## src/rtl/if_axis_mc_pkg.sv

```systemverilog
// Shared register map, bit positions and offset decoder for the multi-channel
// AXI-stream to CPU bridge.
package if_axis_mc_pkg;

  localparam logic [7:0] OffStatus  = 8'h00;
  localparam logic [7:0] OffIrqMask = 8'h04;
  localparam logic [7:0] OffClear   = 8'h08;
  localparam logic [7:0] OffChBase  = 8'h10;
  localparam logic [7:0] ChStride   = 8'd8;

  localparam int unsigned ValidBit = 31;
  localparam int unsigned FlagBit  = 24;
  localparam int unsigned OvfBase  = 8;

  typedef enum logic [2:0] {
    RegNone,
    RegStatus,
    RegMask,
    RegClear,
    RegData,
    RegLevel
  } reg_sel_e;

  typedef struct packed {
    reg_sel_e   sel;
    logic [4:0] ch;
  } reg_dec_t;

  // Channel range is not checked here; the top ignores channels it does not have.
  function automatic reg_dec_t decode_off(logic [7:0] off);
    reg_dec_t   dec;
    logic [7:0] rel;
    logic [7:0] idx;
    dec.sel = RegNone;
    dec.ch  = '0;
    rel     = off - OffChBase;
    idx     = rel / ChStride;
    if (off == OffStatus) begin
      dec.sel = RegStatus;
    end else if (off == OffIrqMask) begin
      dec.sel = RegMask;
    end else if (off == OffClear) begin
      dec.sel = RegClear;
    end else if (off >= OffChBase) begin
      dec.ch = idx[4:0];
      if (rel[2:0] == 3'd0) begin
        dec.sel = RegData;
      end else if (rel[2:0] == 3'd4) begin
        dec.sel = RegLevel;
      end
    end
    return dec;
  endfunction

endpackage

```

## src/rtl/axis_fifo_flag.sv

```systemverilog
// Per-channel synchronous FIFO with flush, drop-on-full and sticky overflow.
module axis_fifo_flag #(
  parameter int unsigned Width        = 9,
  parameter int unsigned Depth        = 16,
  parameter bit          DropWhenFull = 1'b1
) (
  input  logic                     clk,
  input  logic                     rst_n,
  input  logic                     in_valid,
  input  logic [Width-1:0]         in_data,
  output logic                     ready,
  input  logic                     pop,
  input  logic                     flush,
  input  logic                     clr_ovf,
  output logic [Width-1:0]         head,
  output logic [$clog2(Depth):0]   count,
  output logic                     full,
  output logic                     empty,
  output logic                     ovf
);

  localparam int unsigned PtrW = $clog2(Depth);
  localparam int unsigned CntW = PtrW + 1;

  logic [Width-1:0] mem [Depth];
  logic [PtrW-1:0]  wr_q, wr_d, rd_q, rd_d;
  logic [CntW-1:0]  cnt_q, cnt_d;
  logic             ovf_q, ovf_d;
  logic             rdy_q;
  logic             accept, do_push, do_pop, drop;

  assign full  = (cnt_q == CntW'(Depth));
  assign empty = (cnt_q == '0);
  assign ready = DropWhenFull ? rdy_q : (rdy_q & ~full);
  assign head  = mem[rd_q];
  assign count = cnt_q;
  assign ovf   = ovf_q;

  // Fullness is judged on the start-of-cycle count, so a same-cycle pop never rescues a push.
  assign accept  = in_valid & ready;
  assign do_push = accept & ~full & ~flush;
  assign do_pop  = pop & ~empty & ~flush;
  assign drop    = DropWhenFull & accept & full & ~flush;

  always_comb begin
    wr_d  = wr_q;
    rd_d  = rd_q;
    cnt_d = cnt_q;
    ovf_d = (ovf_q & ~clr_ovf) | drop;
    if (flush) begin
      wr_d  = '0;
      rd_d  = '0;
      cnt_d = '0;
    end else begin
      if (do_push) wr_d = wr_q + 1'b1;
      if (do_pop)  rd_d = rd_q + 1'b1;
      case ({do_push, do_pop})
        2'b10:   cnt_d = cnt_q + 1'b1;
        2'b01:   cnt_d = cnt_q - 1'b1;
        default: cnt_d = cnt_q;
      endcase
    end
  end

  always_ff @(posedge clk or negedge rst_n) begin
    if (!rst_n) begin
      wr_q  <= '0;
      rd_q  <= '0;
      cnt_q <= '0;
      ovf_q <= 1'b0;
      rdy_q <= 1'b0;
    end else begin
      wr_q  <= wr_d;
      rd_q  <= rd_d;
      cnt_q <= cnt_d;
      ovf_q <= ovf_d;
      rdy_q <= 1'b1;
    end
  end

  always_ff @(posedge clk) begin
    if (do_push) mem[wr_q] <= in_data;
  end

endmodule

```

## src/rtl/if_axis_mc.sv

```systemverilog
// Multi-channel AXI-stream sink exposed to the CPU as a small register block
// with per-channel FIFOs, overflow flags and a maskable level interrupt.
module if_axis_mc
  import if_axis_mc_pkg::*;
#(
  parameter int unsigned CHANNELS       = 2,
  parameter int unsigned DATA_WIDTH     = 8,
  parameter int unsigned FIFO_DEPTH     = 16,
  parameter int unsigned DROP_WHEN_FULL = 1,
  parameter logic [31:0] BASE_ADDR      = 32'hE2000000
) (
  input  logic                           axis_aclk_i,
  input  logic                           axis_aresetn_i,
  input  logic [31:0]                    addr_i,
  input  logic [31:0]                    data_i,
  input  logic                           data_w_i,
  output logic [31:0]                    data_o,
  output logic                           data_access_o,
  output logic                           irq_o,
  input  logic [CHANNELS-1:0]            s_axis_tvalid_i,
  input  logic [CHANNELS*DATA_WIDTH-1:0] s_axis_tdata_i,
  input  logic [CHANNELS-1:0]            s_axis_tflag_i,
  output logic [CHANNELS-1:0]            s_axis_tready_o
);

  localparam int unsigned CntW = $clog2(FIFO_DEPTH) + 1;

  logic                hit, wr;
  reg_dec_t            dec;
  logic [31:0]         rdata;
  logic [CHANNELS-1:0] mask_q, empty, full, ovf, pop, flush, clr_ovf;
  logic [DATA_WIDTH:0] head  [CHANNELS];
  logic [CntW-1:0]     count [CHANNELS];
  logic                irq_q;
  logic                unused_data;

  assign hit           = (addr_i[31:8] == BASE_ADDR[31:8]);
  assign wr            = hit & data_w_i;
  assign dec           = decode_off(addr_i[7:0]);
  assign data_access_o = hit;
  assign irq_o         = irq_q;
  assign unused_data   = ^{data_i, full};

  for (genvar c = 0; c < CHANNELS; c++) begin : g_ch
    assign pop[c]     = wr & (dec.sel == RegLevel) & (dec.ch == 5'(c));
    assign flush[c]   = wr & (dec.sel == RegClear) & data_i[c];
    assign clr_ovf[c] = wr & (dec.sel == RegClear) & data_i[OvfBase+c];

    axis_fifo_flag #(
      .Width       (DATA_WIDTH + 1),
      .Depth       (FIFO_DEPTH),
      .DropWhenFull(DROP_WHEN_FULL != 0)
    ) u_fifo (
      .clk     (axis_aclk_i),
      .rst_n   (axis_aresetn_i),
      .in_valid(s_axis_tvalid_i[c]),
      .in_data ({s_axis_tflag_i[c], s_axis_tdata_i[c*DATA_WIDTH +: DATA_WIDTH]}),
      .ready   (s_axis_tready_o[c]),
      .pop     (pop[c]),
      .flush   (flush[c]),
      .clr_ovf (clr_ovf[c]),
      .head    (head[c]),
      .count   (count[c]),
      .full    (full[c]),
      .empty   (empty[c]),
      .ovf     (ovf[c])
    );
  end

  always_comb begin
    rdata = '0;
    case (dec.sel)
      RegStatus: begin
        for (int c = 0; c < CHANNELS; c++) begin
          rdata[c]         = ~empty[c];
          rdata[OvfBase+c] = ovf[c];
        end
      end
      RegMask: rdata[CHANNELS-1:0] = mask_q;
      RegData: begin
        for (int c = 0; c < CHANNELS; c++) begin
          if (dec.ch == 5'(c) && !empty[c]) begin
            rdata[DATA_WIDTH-1:0] = head[c][DATA_WIDTH-1:0];
            rdata[FlagBit]        = head[c][DATA_WIDTH];
            rdata[ValidBit]       = 1'b1;
          end
        end
      end
      RegLevel: begin
        for (int c = 0; c < CHANNELS; c++) begin
          if (dec.ch == 5'(c)) rdata[CntW-1:0] = count[c];
        end
      end
      default: rdata = '0;
    endcase
  end

  always_ff @(posedge axis_aclk_i or negedge axis_aresetn_i) begin
    if (!axis_aresetn_i) begin
      data_o <= '0;
      mask_q <= '0;
      irq_q  <= 1'b0;
    end else begin
      if (hit && !data_w_i) data_o <= rdata;
      if (wr && dec.sel == RegMask) mask_q <= data_i[CHANNELS-1:0];
      irq_q <= |(mask_q & (~empty | ovf));
    end
  end

endmodule

```

## config.mk

```make
export PLATFORM = sky130hd
export DESIGN_NAME = if_axis_mc
export DESIGN_NICKNAME = d
export VERILOG_FILES = /design/src/rtl/if_axis_mc_pkg.sv /design/src/rtl/axis_fifo_flag.sv /design/src/rtl/if_axis_mc.sv
export SDC_FILE = /design/constraint.sdc
export NUM_CORES = 1
export LEC_CHECK = 0
export BUFFER_PORTS_ARGS = -buffer_cell sky130_fd_sc_hd__buf_2
export CORE_MARGIN = 8
export CORE_UTILIZATION = 25
export DETAILED_ROUTE_END_ITERATION = 10
export GPL_TIMING_DRIVEN = 0
export PLACE_DENSITY = 0.48
export SYNTH_ARGS = -nofsm -noshare
export SYNTH_HDL_FRONTEND = slang
export SYNTH_SLANG_ARGS = --single-unit
```

## constraint.sdc

```tcl
create_clock -name axis_aclk_i -period 8.1 [get_ports axis_aclk_i]
set_input_delay 1.62 -clock axis_aclk_i [delete_from_list [all_inputs] [get_ports axis_aclk_i]]
set_output_delay 1.62 -clock axis_aclk_i [all_outputs]
set_load 0.02 [all_outputs]
```

==> results.py <==
metrics = {
    "die": {
        "start_util_pct": 25.2,
        "core_sq_um": 56400,
        "die_h_microns": 255,
        "ioPinCount": 123,
        "dieArea_sq_um": 64800,
        "fp.dieW_microns": 255,
        "fp-row-count": 87,
    },
    "timing": {
        "fin_crit_ps": 5640,
        "relSlewSlack_pct": 19.2,
        "setup_viol": 0,
        "tightest_slew_ps": 1200,
        "max_freq_ghz": 0.177,
        "finalCritPeriodShare_pct": 69.6,
        "rsz0062_at_grt": "false",
        "setup_slack_ps": 2460,
        "slew_violations": 0,
        "hold_viol_final": 0,
        "tns_ps": 0,
        "clock_skew_ps": 10.5,
    },
    "yosys": {
        "synth.yosys.warnings": 0,
        "ys_seq_elements": 332,
        "ys_async_sr_fraction_pct": 13.3,
        "synth_edf_count": 288,
        "synthesis.instances": 856,
        "synth_cell_types": 62,
        "syn_area_sq_um": 14200,
        "synth_area_per_cell_sq_um": 16.6,
        "synth_flop_cell": "edfxtp_1",
        "synth_seq_area_share_pct": 68.5,
    },
    "power_and_ir_drop": {
        "peakVddDrop_v": 0.000171,
        "p_switching_mw": 1.01,
        "p_comb_share_pct": 11.0,
        "p_int_mw": 3.17,
        "p_sw_share_pct": 24.2,
        "pwr-share-seq_pct": 49.0,
        "p_clk_share_pct": 40.0,
        "powerDensity_nw_per_um2": 246,
        "power.leakage_nw": 5.78,
    },
    "setup_path": {
        "arrival_ps": 6080,
        "critical_path.max_stage_delay_ps": 760,
        "timing.rr.start": "g_ch[0].u_fifo.count[1]$_DFFE_PN0P_",
        "rrSetupSlack_ps": 3920,
        "cp_max_fo": 11,
        "cp-start-kind": "input pin",
        "r2r_cells": 15,
        "critPathRequiredTime_ps": 8540,
        "worstSetupPathType": "in -> reg",
        "timing.rr.end": "g_ch[0].u_fifo.count[4]$_DFFE_PN0P_",
        "cpMaxStageDelayCell": "o21ai_0",
        "worstPathCellList": "buf_2 -> or4_4 -> nor4_1 -> nand4_1 -> o21ai_0 -> buf_2 -> ha_1 -> clkbuf_1 -> xor2_1 -> ha_1 -> o21a_1 -> o22a_1 -> a21oi_1 -> xor2_1 -> or3_1 -> a21oi_1",
        "end_kind": "flip-flop",
    },
    "placed_design": {
        "pre_cts_slack_ps": 1880,
        "io_buffer_count": 74,
        "place_congestion": 0.764,
        "dp_hpwl_microns": 24100,
    },
    "grt": {
        "grt_pass1_vias": 8221,
        "use_met1_pct": 14.1,
        "grt_overflow": 0,
        "antenna_found_initial": 0,
        "gr-usage-met2_pct": 18.1,
        "grt_start_max_net_pins": 45,
        "grt_pass1_wl_microns": 52200,
        "met3_usage_pct": 1.74,
        "busiest_layer": "met2",
        "grtUsageTotal_pct": 10.6,
    },
    "clock_tree": {
        "clk_latency_ps": 520,
        "cts_made_buffers": 36,
        "clock-root-buffer": "clkbuf_16",
        "cts_tree": "done",
        "cts_sinks": 332,
        "postCtsSetupBuffers": 0,
        "cts_buffer_depth": 3,
        "cts.hold.buffers_added": 0,
        "cts_resized": 0,
        "h-tree-depth": 2,
        "path_clk_slew_ps": 60,
    },
    "run_status": {
        "status": "complete, no violations",
    },
    "drt": {
        "drtAntennaViolNets": 0,
        "viasPerCell": 4.41,
        "wl_per_cell_microns": 19.4,
        "dr.first_iter.drc_count": 603,
        "dr.pass1.iters": 5,
        "vias": 7885,
        "routed_wl_microns": 34700,
        "drc": 0,
    },
    "flow_run": {
        "drv_cap": 0,
    },
    "layout": {
        "fin_util_pct": 30.2,
        "antenna_cells": 0,
        "final_net_count": 1111,
        "fillCellCount": 5650,
        "area_growth_pct": 19.8,
        "drive_gt1_share_pct": 26.8,
    },
    "worst_hold_path": {
        "hold_path_class": "reg -> reg",
        "hold_depth": 2,
        "whs_endpoint": "data_o[8]$_DFFE_PN0P_",
        "hold_start": "data_o[8]$_DFFE_PN0P_",
    },
}
## cell families after synthesis
group           Yosys count  share of synthesized area [%]
flops                   332                           68.5
other cells               2                         0.0528
buf+inv                  87                           3.35
compound gates           99                           4.60
mux                      90                           12.6
simple gates            207                           7.87
fa+ha+maj                22                           1.99
xor+xnor                 17                           1.05
## per-layer routing
metal	up-vias	part of all wire (%)
met5	-	0
met4	0	1.5
met3	37	4.2
met2	163	49
met1	4052	45
li1	3633	-
## sequential cells by signal (all words and copies together), names as in the netlist
register,count
data_o,12
g_ch.u_fifo.count,10
g_ch.u_fifo.mem,288
g_ch.u_fifo.ovf,2
g_ch.u_fifo.rd_q,8
g_ch.u_fifo.ready,1
g_ch.u_fifo.wr_q,8
irq_o,1
mask_q,2
## cells in the final DEF, fill, tap and decap left out, types with 4 or more instances in the layout
master     Yosys  routed
clkbuf_8       4       6
ha_1          21      21
o221ai_1       6       6
nand4_1        7       7
nor2b_1        7       7
buf_6          2       9
a21o_1         4       4
clkbuf_16      0      37
clkinv_2       0       4
bufinv_16      0       5
nor3_1        12       5
nand3_1       35      35
clkbuf_1      22      33
xnor2_1        5       5
nand3b_1       4       4
and3_1         8       8
nand2_1       43      43
conb_1         2      21
o21ai_0       21      21
mux2i_1       17      17
or3_1          6       6
dfrtp_1       44      44
a32oi_1        4       4
clkinv_1       0       4
and2_1         7       7
buf_4         22      30
nor3_2         1       8
nor4_1         5       5
buf_2          9      83
a21oi_1       22      22
xor2_1        12      12
o22ai_1        4       4
nor2_1        42      42
nor4b_2        0       8
edfxtp_1     288     288
a22oi_1       14      14
inv_1         24      24
mux4_2        71      71
## metrics by stage
stage               power [mW]  instances  hold slack (ps)  cell area [sq um]
global placement          2.51       1705              477              15600
detailed placement        2.55       1720              477              15800
CTS                       4.24       1786              492              17000
global route              4.36       1786              543              17000
finish                    4.19       1786              483              17000
floorplan                 2.37        875              463              14300
## final cells by class
class,count,area [sq um],area share (%)
buffer,63,387,2.27
clock buffer,50,995,5.83
clock inverter,16,210,1.23
inverter,24,90.1,0.528
multi-input combinational,456,4160,24.4
sequential,332,9750,57.2
tap,756,946,5.55
timing repair buffer,89,509,2.99
## power groups by stage
stage	combinational [mW]	clock, mW	sequential [mW]
finish	0.460	1.67	2.05
detailed placement	0.463	0	2.09
global route	0.513	1.78	2.07
floorplan	0.304	0	2.06
CTS	0.467	1.72	2.06
global placement	0.426	0	2.09
## how the worst max path moves through the flow
stage | from | to | slack [ps] | cells past startpoint
floorplan | addr_i[22] | g_ch[0].u_fifo.count[4]$_DFFE_PN0P_ | 2970 | 15
global placement | addr_i[22] | g_ch[0].u_fifo.count[4]$_DFFE_PN0P_ | 2060 | 16
detailed placement | addr_i[22] | g_ch[0].u_fifo.count[4]$_DFFE_PN0P_ | 1880 | 16
CTS | addr_i[22] | g_ch[0].u_fifo.count[4]$_DFFE_PN0P_ | 2420 | 16
global route | addr_i[22] | g_ch[0].u_fifo.count[4]$_DFFE_PN0P_ | 2090 | 16
finish | addr_i[22] | g_ch[0].u_fifo.count[4]$_DFFE_PN0P_ | 2460 | 16
## synthesized netlist by cell type, types with 3 or more instances
master | n | area share [%]
mux2i_1 | 17 | 1.2
nand2b_1 | 3 | 0.13
clkbuf_8 | 4 | 0.39
o221ai_1 | 6 | 0.37
xnor2_1 | 5 | 0.31
and2_1 | 7 | 0.31
nand4_1 | 7 | 0.31
nand2_1 | 43 | 1.1
a2bb2oi_1 | 3 | 0.18
a21o_1 | 4 | 0.21
o21ai_0 | 21 | 0.74
mux4_2 | 71 | 11
or3_1 | 6 | 0.26
and3_1 | 8 | 0.35
buf_1 | 3 | 0.079
buf_2 | 9 | 0.32
a211oi_1 | 3 | 0.16
and4_1 | 3 | 0.18
nand3b_1 | 4 | 0.21
nor2_1 | 42 | 1.1
o22ai_1 | 4 | 0.18
o21a_1 | 3 | 0.16
nor2b_1 | 7 | 0.31
a22oi_1 | 14 | 0.74
a31oi_1 | 3 | 0.13
a21oi_1 | 22 | 0.77
buf_4 | 22 | 1.2
inv_1 | 24 | 0.63
nor3_1 | 12 | 0.42
clkbuf_1 | 22 | 0.58
nand3_1 | 35 | 1.2
ha_1 | 21 | 1.8
edfxtp_1 | 288 | 61
xor2_1 | 12 | 0.74
a32oi_1 | 4 | 0.25
a22o_1 | 3 | 0.18
nor4_1 | 5 | 0.22
dfrtp_1 | 44 | 7.7
nor4b_1 | 11 | 0.68
## critical path: cells and delay by family
kind / cells / cell delay, ps
compound gates: 5 / 1450
xor+xnor: 2 / 200
fa+ha+maj: 2 / 430
buf+inv: 3 / 820
simple gates: 4 / 1550
No activity file was read; power rests on OpenSTA's default activity.
